<file path="config.mk">
export PLATFORM = sky130hd
export DESIGN_NAME = ai_spawn_scheduler
export DESIGN_NICKNAME = d
export VERILOG_FILES = /design/src/rtl/ai_sched_pkg.sv /design/src/rtl/rr_pick.sv /design/src/rtl/ai_spawn_scheduler.sv
export SDC_FILE = /design/constraint.sdc
export NUM_CORES = 1
export LEC_CHECK = 0
export ABC_AREA = 1
export BUFFER_PORTS_ARGS = -buffer_cell sky130_fd_sc_hd__buf_2
export CORE_ASPECT_RATIO = 0.9
export CORE_MARGIN = 8
export CORE_UTILIZATION = 25
export DETAILED_ROUTE_END_ITERATION = 12
export PLACE_DENSITY_LB_ADDON = 0.3
export SETUP_SLACK_MARGIN = 0.02
export SYNTH_ARGS = -nofsm -noshare
export SYNTH_HDL_FRONTEND = slang
export SYNTH_SLANG_ARGS = --single-unit
</file>
<file path="constraint.sdc">
create_clock -name clk -period 2.56 [get_ports clk]
set_input_delay 0.512 -clock clk [delete_from_list [all_inputs] [get_ports clk]]
set_output_delay 0.512 -clock clk [all_outputs]
set_load 0.005 [all_outputs]
</file>
<file path="src/rtl/ai_sched_pkg.sv">
// Shared types and constants for the AI car spawn scheduler.
package ai_sched_pkg;

  localparam int CAR_IDX_W = 4;

  localparam logic [10:0] LANE_X [4] = '{11'd140, 11'd180, 11'd220, 11'd260};

  typedef enum logic [1:0] {
    IDLE,
    PICK,
    GRANT,
    COOLDOWN
  } sched_state_e;

  typedef struct packed {
    logic                 valid;
    logic [CAR_IDX_W-1:0] car;
  } lane_owner_t;

endpackage

</file>
<file path="src/rtl/rr_pick.sv">
// Combinational round-robin finder: first set request at or after start, wrapping.
module rr_pick #(
  parameter int N = 4,
  parameter int W = (N > 1) ? $clog2(N) : 1
) (
  input  logic [N-1:0] req,
  input  logic [W-1:0] start,
  output logic [W-1:0] idx,
  output logic         found
);

  logic [W-1:0] j;

  always_comb begin
    idx   = '0;
    found = 1'b0;
    j     = '0;
    for (int unsigned i = 0; i < N; i++) begin
      j = W'((32'(start) + i) % N);
      if (!found && req[j]) begin
        found = 1'b1;
        idx   = j;
      end
    end
  end

endmodule

</file>
<file path="src/rtl/ai_spawn_scheduler.sv">
// Per-frame spawn scheduler: round-robin car choice, random-start lane probe,
// lane ownership tracking and frame-count cooldown between grants.
module ai_spawn_scheduler
  import ai_sched_pkg::*;
#(
  parameter int NUM_CARS         = 4,
  parameter int NUM_LANES        = 4,
  parameter int SPAWN_GAP_FRAMES = 16
) (
  input  logic                 clk,
  input  logic                 resetN,
  input  logic                 frame_start,
  input  logic [10:0]          random,
  input  logic [NUM_CARS-1:0]  spawn_req,
  input  logic [NUM_CARS-1:0]  lane_release,
  output logic [NUM_CARS-1:0]  spawn_grant,
  output logic [1:0]           spawn_lane,
  output logic [10:0]          spawn_x,
  output logic [NUM_LANES-1:0] lane_busy
);

  localparam int CAR_W  = (NUM_CARS > 1) ? $clog2(NUM_CARS) : 1;
  localparam int LANE_W = (NUM_LANES > 1) ? $clog2(NUM_LANES) : 1;
  localparam int CD_W   = (SPAWN_GAP_FRAMES > 0) ? $clog2(SPAWN_GAP_FRAMES + 1) : 1;
  localparam logic [LANE_W:0] LAST_PROBE = (LANE_W + 1)'(NUM_LANES - 1);

  sched_state_e          state_q, state_d;
  logic [CAR_W-1:0]      car_q, rr_ptr_q, pick_idx;
  logic                  pick_found;
  logic [LANE_W-1:0]     probe_q;
  logic [LANE_W:0]       probe_cnt_q;
  logic [CD_W-1:0]       cooldown_q;
  lane_owner_t           owner_q [NUM_LANES];
  lane_owner_t           owner_d [NUM_LANES];
  logic [NUM_LANES-1:0]  busy;
  logic                  start_search, probe_free;
  logic [CAR_IDX_W-1:0]  car_ext;
  logic                  unused_random;

  assign unused_random = ^random[10:LANE_W];
  assign car_ext       = CAR_IDX_W'(car_q);
  assign lane_busy     = busy;
  assign probe_free    = !busy[probe_q];
  assign start_search  = frame_start && pick_found && !(&busy) && (cooldown_q == '0);

  rr_pick #(
    .N(NUM_CARS),
    .W(CAR_W)
  ) u_rr_pick (
    .req  (spawn_req),
    .start(rr_ptr_q),
    .idx  (pick_idx),
    .found(pick_found)
  );

  always_comb begin
    busy = '0;
    for (int unsigned l = 0; l < NUM_LANES; l++) busy[l] = owner_q[l].valid;
  end

  // Releases are applied first so a grant write to the same lane overrides them.
  always_comb begin
    for (int unsigned l = 0; l < NUM_LANES; l++) begin
      owner_d[l] = owner_q[l];
      for (int unsigned c = 0; c < NUM_CARS; c++) begin
        if (lane_release[c] && owner_q[l].valid && owner_q[l].car == CAR_IDX_W'(c))
          owner_d[l].valid = 1'b0;
      end
      if (state_q == GRANT) begin
        if (probe_q == LANE_W'(l)) begin
          owner_d[l].valid = 1'b1;
          owner_d[l].car   = car_ext;
        end else if (owner_d[l].valid && owner_d[l].car == car_ext) begin
          owner_d[l].valid = 1'b0;
        end
      end
    end
  end

  always_comb begin
    state_d = state_q;
    case (state_q)
      IDLE:     if (start_search) state_d = PICK;
      PICK: begin
        if (probe_free)                     state_d = GRANT;
        else if (probe_cnt_q == LAST_PROBE) state_d = IDLE;
      end
      GRANT:    state_d = (SPAWN_GAP_FRAMES == 0) ? IDLE : COOLDOWN;
      COOLDOWN: if (frame_start && cooldown_q <= CD_W'(1)) state_d = IDLE;
      default:  state_d = IDLE;
    endcase
  end

  always_ff @(posedge clk or negedge resetN) begin
    if (!resetN) state_q <= IDLE;
    else         state_q <= state_d;
  end

  // Grant outputs are loaded on the PICK->GRANT edge so they are valid during GRANT.
  always_ff @(posedge clk or negedge resetN) begin
    if (!resetN) begin
      car_q       <= '0;
      rr_ptr_q    <= '0;
      probe_q     <= '0;
      probe_cnt_q <= '0;
      cooldown_q  <= '0;
      spawn_grant <= '0;
      spawn_lane  <= '0;
      spawn_x     <= '0;
      for (int unsigned l = 0; l < NUM_LANES; l++) owner_q[l] <= '0;
    end else begin
      spawn_grant <= '0;
      for (int unsigned l = 0; l < NUM_LANES; l++) owner_q[l] <= owner_d[l];
      case (state_q)
        IDLE: begin
          if (start_search) begin
            car_q       <= pick_idx;
            probe_q     <= random[LANE_W-1:0];
            probe_cnt_q <= '0;
          end
        end
        PICK: begin
          if (probe_free) begin
            spawn_grant <= NUM_CARS'(1) << car_q;
            spawn_lane  <= 2'(probe_q);
            spawn_x     <= LANE_X[probe_q];
          end else begin
            probe_q     <= probe_q + 1'b1;
            probe_cnt_q <= probe_cnt_q + 1'b1;
          end
        end
        GRANT: begin
          rr_ptr_q   <= (car_q == CAR_W'(NUM_CARS - 1)) ? '0 : car_q + 1'b1;
          cooldown_q <= CD_W'(SPAWN_GAP_FRAMES);
        end
        COOLDOWN: begin
          if (frame_start && cooldown_q != '0) cooldown_q <= cooldown_q - 1'b1;
        end
        default: ;
      endcase
    end
  end

endmodule

</file>
==> qor.yml, run 1 <==
p_per_area_mw_per_mm2: 1160
grt_use_total_pct: 9.04
rr_worst_depth: 6
cts_resized: 0
netlist_instances: 306
synth_cell_types: 36
setup_ws_ns: 0.688
status: "finished, final reports clean"
grt_pass1_wl_mm: 9.77
drive_gt1_share_pct: 18.0
crit_cells: 6
ant_nets: 0
die_y_um: 110
wl_per_cell_um: 12.3
tightest_slew_ns: 0.642
clock-sinks: 41
cp-end-kind: "flop"
worst_setup_path_start_kind: "flop"
critPathKind: "flop to flop"
crit_path_max_fanout: 18
overflow: 0
antenna_found_initial: 0
grt_pass1_vias: 2014
yosys-top-cells-area: "dfrtp_1 (42%), nand2_1 (13%), ha_1 (7.2%)"
postCtsHoldBufs: 0
synthMostInstantiatedCell: "nand2_1"
synthTopCellsByCount: "nand2_1 (85), dfrtp_1 (41), inv_1 (29), o21ai_0 (29), nor2_1 (21)"
p_seq_share_pct: 36.2
leakage_nw: 1.45
synth_top_area_cell: "dfrtp_1"
cts_buffers: 5
syn_area_mm2: 0.00244
cp_slowest_stage_delay_ns: 0.49
firstDrtPassIters: 4
p_sw_share_pct: 43.7
period_minus_slack_ns: 1.87
max-slew-margin-rel_pct: 57.1
nFillCells: 1042
pre_cts_ws_ns: 0.694
io_pins: 43
grt_setup_unrepaired: "false"
dp_cells: 452
synth_seq_cells: 41
vias: 1988
clock_skew_ns: 0.00394
p_sw_mw: 1.42
worstPathRequired_ns: 2.75
cp_data_arrival_time_ns: 2.06
ir_drop_mv: 0.510
fin_cells: 460
setup-tns-final_ns: 0
fmax_ghz: 0.534
numPortBuffers: 29
path_cells: "inv_1 > nand2_1 > nand3_1 > nand2_1 > nand2_1 > mux2_2"
rows: 34
synth_top_area_share_pct: 42.1
syn_area_per_cell_um2: 7.97
setup_violations: 0
die_w_um: 120
async_flop_share_pct: 100
synth_ff_type: "dfrtp_1"
viasPerCell: 4.32
drc: 0
slew_viol_final: 0
start_util_pct: 25.5
cts_root_buf: "clkbuf_8"
hold_violations: 0
cpMostUsedCell: "nand2_1"
cts_setup_buffers: 0
place.gp.congestion: 0.798
cts_tree: "done"
path_clk_slew_ns: 0.08
grt_max_degree: 30
core_area_mm2: 0.00957
syn2layout_area_growth_pct: 15.0
ys_warn_count: 0
final_nets: 369
drt-total-wl_mm: 5.67
diodes: 0
p_int_mw: 1.83
synth_edf_count: 0
pwr-share-clk_pct: 19.2
seq_area_frac_synth_pct: 42.1
r2r_slack_ns: 0.69
worst-path-buf-inv: 1
holdCritPathClass: "primary input to async pin"
crit_family: "simple AND/OR/NAND/NOR gates"
drtIter0Drc: 102
fin_crit_sh_pct: 73.1
dp.final_hpwl_mm: 4.18
floorplan.die_area_mm2: 0.0132
p_comb_share_pct: 44.6
htree_levels: 2
cap_violations: 0
clk_latency_ns: 0.30
cts_buffer_depth: 2
cp_slowest_cell: "dfrtp_1"
==> power by group through the flow <==
stage	registers [mW]	clock network, mW	logic, mW
floorplan	1.09	0	1.18
global placement	1.18	0	1.44
detailed placement	1.19	0	1.46
CTS	1.18	0.642	1.47
global route	1.22	0.678	1.70
finish	1.18	0.625	1.45
==> cell usage in the layout (no fill, tap or decap), types with 2 or more instances in the layout <==
| cell | n |
|---|---|
| nand2_1 | 85 |
| dfrtp_1 | 41 |
| inv_1 | 29 |
| o21ai_0 | 29 |
| buf_2 | 29 |
| nor2_1 | 21 |
| nand3_1 | 20 |
| ha_1 | 14 |
| a21oi_1 | 10 |
| clkbuf_8 | 5 |
| xor2_1 | 4 |
| o31ai_1 | 4 |
| inv_2 | 4 |
| nand2_2 | 4 |
| mux2_2 | 4 |
| conb_1 | 4 |
| nand2_4 | 3 |
| nand4_1 | 3 |
| nor4_1 | 2 |
| bufinv_16 | 2 |
==> state kept, by name, summed over array words and instances, names as in the netlist, named ones only <==
name,cells
car_q,2
spawn_x,7
probe_cnt_q,3
rr_ptr_q,2
spawn_lane,2
spawn_grant,4
lane_busy,4
owner_q,8
state_q,1
cooldown_q,5
probe_q,2
==> cell families after synthesis <==
kind of cell	Yosys count	synth area share, %
XOR/XNOR	4	1.44
other	1	0.154
flip-flops	41	42.1
AND/OR/NAND/NOR	147	27.4
buffers and inverters	47	8.98
AO/OA/AOI/OAI	48	10.9
multiplexers	4	1.85
adder cells (fa/ha/maj)	14	7.19
==> cell type report <==
type	count	area, um^2	share of cell area [%]
multi-input combinational	221	1200	42.9
sequential	41	1030	36.6
tap	126	158	5.62
timing repair buffer	30	153	5.44
inverter	34	130	4.64
clock buffer	5	68.8	2.45
clock inverter	3	65.1	2.32
==> per-layer routing <==
layer  global-route usage [%]  wire [um]  vias to the layer above
met4                     2.05         60                        0
li1                         -          -                     1025
met2                     13.8       2390                       37
met3                     3.18        294                        9
met5                        0          0                        -
met1                     12.1       2920                      917
==> worst reg2reg max path: stages, from the launching register on <==
cell     delay, ns
dfrtp_1       0.49
inv_1         0.17
nand2_1       0.07
nand3_1       0.07
nand2_1       0.07
nand2_1       0.48
mux2_2        0.41
==> final timing paths <==
check / start / end
min in group clk: spawn_x[2] / spawn_x[2]
setup / recovery: probe_q[0] / spawn_x[6]
hold reg to reg: spawn_x[2] / spawn_x[2]
max in group asynchronous: resetN / owner_q[15]
hold / removal: resetN / spawn_lane[1]
setup reg to reg: probe_q[0] / spawn_x[6]
==> stage by stage <==
stage	cell area [um^2]	hold slack [ns]	utilization (%)	total power [mW]
after detailed placement	2670	0.423	27.9	2.65
after global routing	2800	0.104	29.3	3.60
after global placement	2670	0.421	27.9	2.63
final	2800	0.0863	29.3	3.26
after floorplan	2450	0.216	-	2.28
after CTS	2800	0.0984	29.3	3.29
Power figures use the tool's default switching activity.
==> inputs of run 2 (changes only) <==
- ABC_AREA: 1 -> 0
- clock period: 2.56 -> 1.57 ns (I/O delays scaled with it)
==> run 2 against run 1 <==
- the run now ends with negative setup slack left
- via count decreased by 14%
- power increased by 53%
- worst hold slack improved by 0.24 ns
- count of clock-buffer cells in the layout increased by 3
- highest routed layer unchanged
- clock skew increased by 0.0069 ns
- flip-flop and latch count unchanged
- critical path depth decreased by 2
- wire length decreased by 3.9%
- global-route usage increased by 0.22 points
- non-clock buffer count increased by 45
- core utilization increased by 5.5 points
==> qor.yml, run 2 <==
status: "complete, but fails checks"  # was finished, final reports clean
violations: "negative setup slack"
cts_root_buf: "clkbuf_8"  # unchanged
placed_area_mm2: 0.00278  # was 0.00267 mm^2
synth_edf_count: 0  # unchanged
cp_slowest_stage_delay_ns: 0.54  # was 0.49 ns
crit_path_max_fanout: 5  # was 18
hold_path.startpoint: "random[1]"
synth_seq_cells: 41  # unchanged
htree_levels: 2  # unchanged
worstPathRequired_ns: 1.75  # was 2.75 ns
p_seq_share_pct: 34.2  # was 36.2%
drtIter0Drc: 42  # was 102
critPathKind: "flop to flop"  # unchanged
clock-sinks: 41  # unchanged
reg2reg_to: "spawn_lane[1]"  # was spawn_x[6]
wl_per_cell_um: 13.5  # was 12.3 um
netlist_instances: 209  # was 306
setup_violations: 17  # was 0
grt_pass1_vias: 1837  # was 2014
diodes: 0  # unchanged
clk_latency_ns: 0.30  # about the same
cp-end-kind: "flop"  # unchanged
worst_setup_path_start_kind: "flop"  # unchanged
place.gp.congestion: 0.781  # was 0.798
holdWs_ns: 0.324  # was 0.0863 ns
syn_area_mm2: 0.00229  # was 0.00244 mm^2
grt_setup_unrepaired: "true"  # was false
die_w_um: 117  # was 120 um
ant_nets: 0  # unchanged
syn_area_per_cell_um2: 10.9  # was 7.97 um^2
synth_cell_types: 44  # was 36
rows: 33  # was 34
overflow: 0  # unchanged
hold_violations: 0  # unchanged
grt_use_total_pct: 9.26  # was 9.04%
cts_buffer_depth: 2  # unchanged
async_flop_share_pct: 100  # unchanged
p_comb_share_pct: 50.9  # was 44.6%
drive_gt1_share_pct: 43.6  # was 18.0%
syn2layout_area_growth_pct: 36.9  # was 15.0%
worstHoldEndpoint: "probe_q[1]"
path_cells: "mux4_2 > nor3_4 > buf_6 > mux2_4"  # was inv_1 > nand2_1 > nand3_1 > nand2_1 > nand2_1 > mux2_2
cts_buffers: 5  # unchanged
io_pins: 43  # unchanged
min_path_cells: 3
fmax_ghz: 0.575  # was 0.534 GHz
drc: 0  # unchanged
r2r_slack_ns: -0.17  # was 0.69 ns
die_y_um: 107  # was 110 um
firstDrtPassIters: 4  # unchanged
p_int_mw: 3.17  # was 1.83 mW
synth_top_area_share_pct: 44.9  # was 42.1%
final_common_cell: "dfrtp_1"  # was nand2_1
synth_top_area_cell: "dfrtp_1"  # unchanged
nFillCells: 941  # was 1042
p_sw_mw: 1.82  # was 1.42 mW
cts_tree: "done"  # unchanged
cp_slowest_cell: "mux4_2"  # was dfrtp_1
period_minus_slack_ns: 1.74  # was 1.87 ns
rr_worst_depth: 4  # was 6
synthTopCellsByCount: "dfrtp_1 (41), nand2_1 (22), ha_1 (14), o21ai_0 (14)"  # was nand2_1 (85), dfrtp_1 (41), inv_1 (29), o21ai_0 (29), nor2_1 (21)
pwr-share-clk_pct: 14.9  # was 19.2%
fin_area_mm2: 0.00313  # was 0.00280 mm^2
cap_violations: 0  # unchanged
vias: 1702  # was 1988
reg2reg_from: "probe_q[0]"  # unchanged
p_per_area_mw_per_mm2: 1590  # was 1160 mW/mm^2
floorplan.die_area_mm2: 0.0125  # was 0.0132 mm^2
core_area_mm2: 0.00900  # was 0.00957 mm^2
ir_drop_mv: 0.527  # was 0.510 mV
antenna_found_initial: 0  # unchanged
viasPerCell: 4.23  # was 4.32
numPortBuffers: 29  # unchanged
start_util_pct: 25.4  # was 25.5%
fin_crit_sh_pct: 111  # was 73.1%
post-route-util_pct: 34.8  # was 29.3%
yosys-top-cells-area: "dfrtp_1 (45%), ha_1 (7.7%), mux4_2 (4.9%)"  # was dfrtp_1 (42%), nand2_1 (13%), ha_1 (7.2%)
setup_ws_ns: -0.168  # was 0.688 ns
regMostFlops: "owner_q"  # unchanged
final_nets: 315  # was 369
p_sw_share_pct: 36.5  # was 43.7%
grt_pass1_wl_mm: 9.12  # was 9.77 mm
dp.final_hpwl_mm: 3.94  # was 4.18 mm
leakage_nw: 1.44  # was 1.45 nW
synthMostInstantiatedCell: "dfrtp_1"  # was nand2_1
slew_viol_final: 0  # unchanged
path_clk_slew_ns: 0.09  # was 0.08 ns
synth_ff_type: "dfrtp_1"  # unchanged
holdCritPathClass: "primary input to flop"  # was primary input to async pin
cp_data_arrival_time_ns: 1.92  # was 2.06 ns
seq_area_frac_synth_pct: 44.9  # was 42.1%
largest_registers: "owner_q x8, spawn_x x7, cooldown_q x5"  # unchanged
ys_warn_count: 0  # unchanged
drt-total-wl_mm: 5.45  # was 5.67 mm
grt_max_degree: 42  # was 30
clock_skew_ns: 0.0108  # was 0.00394 ns
largest_reg_flops: 8  # unchanged
final_cell_mix: "dfrtp_1 (40), buf_4 (34), buf_2 (29)"  # was nand2_1 (85), dfrtp_1 (41), inv_1 (29), o21ai_0 (29), buf_2 (29)
run 2: cell types whose count changed after synthesis, sizes merged, moves of 4 or more:
cell and delta:
nand2 -71, inv -23, nand3 -16, o21ai -16
nor2 -12, mux2i +8, xnor2 +8, a21oi -6
and2 +6, mux4 +5, mux2 +4, o31ai -4
xor2 -4
run 2: final cells by class:
cell class | count | area [um^2] | area share, %
inverters | 12 | 45.0 | 1.44
multi-input cells | 144 | 1270 | 40.6
well taps | 122 | 153 | 4.88
flip-flops and latches | 41 | 1030 | 32.8
repair buffers | 75 | 543 | 17.3
clock buffers | 8 | 90.1 | 2.88
run 2: logic make-up (layout without fill, tap and decap cells):
group | count (synthesis) | count (layout) | share of synthesized area [%]
AOI/OAI and AO/OA | 40 | 40 | 11.8
adders and majority gates | 14 | 14 | 7.66
buffers and inverters | 27 | 95 | 6.68
xor gates and xnor gates | 8 | 8 | 3.07
muxes | 21 | 21 | 12.7
other | 1 | 4 | 0.164
DFF | 41 | 41 | 44.9
and+or+nand+nor | 57 | 57 | 13.0
run 2: timing repair:
action,CTS,global route
hold endpoints to repair,41,0
setup endpoints to repair,20,27
buffers inserted,9,3
pin swaps,12,5
gates cloned,0,0
resized for setup,22,17
hold buffers,1,0
run 2: worst max path at each step:
stage             startpoint             to  slack (ns)  cells after the start
2_1_floorplan     probe_q[0]     spawn_x[5]       -0.25                      4
3_3_place_gp      probe_q[0]  spawn_lane[1]       -0.19                      4
3_5_place_dp   cooldown_q[4]       car_q[1]       -0.20                      4
4_1_cts           probe_q[0]     spawn_x[6]       -0.17                      4
5_1_grt           probe_q[0]  spawn_lane[1]       -0.25                      4
6_report          probe_q[0]  spawn_lane[1]       -0.17                      4
run 2: metal layers:
metal	GRT usage, %	vias up	share of wire, %
met3	1.97	5	4.0
met4	3.56	0	1.2
met1	11.8	811	48
met5	0	-	0
met2	15.0	23	47
li1	-	863	-
run 2: power by group through the flow:
stage / Clock, mW / Combinational [mW] / Sequential [mW]
finish: 0.743 / 2.54 / 1.70
global route: 0.802 / 2.81 / 1.76
CTS: 0.761 / 2.37 / 1.70
detailed placement: 0 / 2.08 / 1.71
global placement: 0 / 2.05 / 1.70
floorplan: 0 / 1.24 / 1.73
run 2: worst max-delay path, delay by kind of cell, from the launching register on:
family | cells | cell delay [ns]
multiplexers | 2 | 0.84
buffers and inverters | 1 | 0.18
AND/OR/NAND/NOR | 1 | 0.23
flip-flops | 1 | 0.38
run 2: stage by stage:
| stage | setup slack (ns) | TNS (ns) | cells | power (mW) |
|---|---|---|---|---|
| 2_1_floorplan | -0.246 | -1.43 | 212 | 2.98 |
| 3_3_place_gp | -0.190 | -2.37 | 383 | 3.76 |
| 3_5_place_dp | -0.197 | -2.58 | 383 | 3.79 |
| 4_1_cts | -0.172 | -1.45 | 401 | 4.84 |
| 5_1_grt | -0.246 | -2.91 | 402 | 5.38 |
| 6_report | -0.168 | -1.43 | 402 | 4.98 |
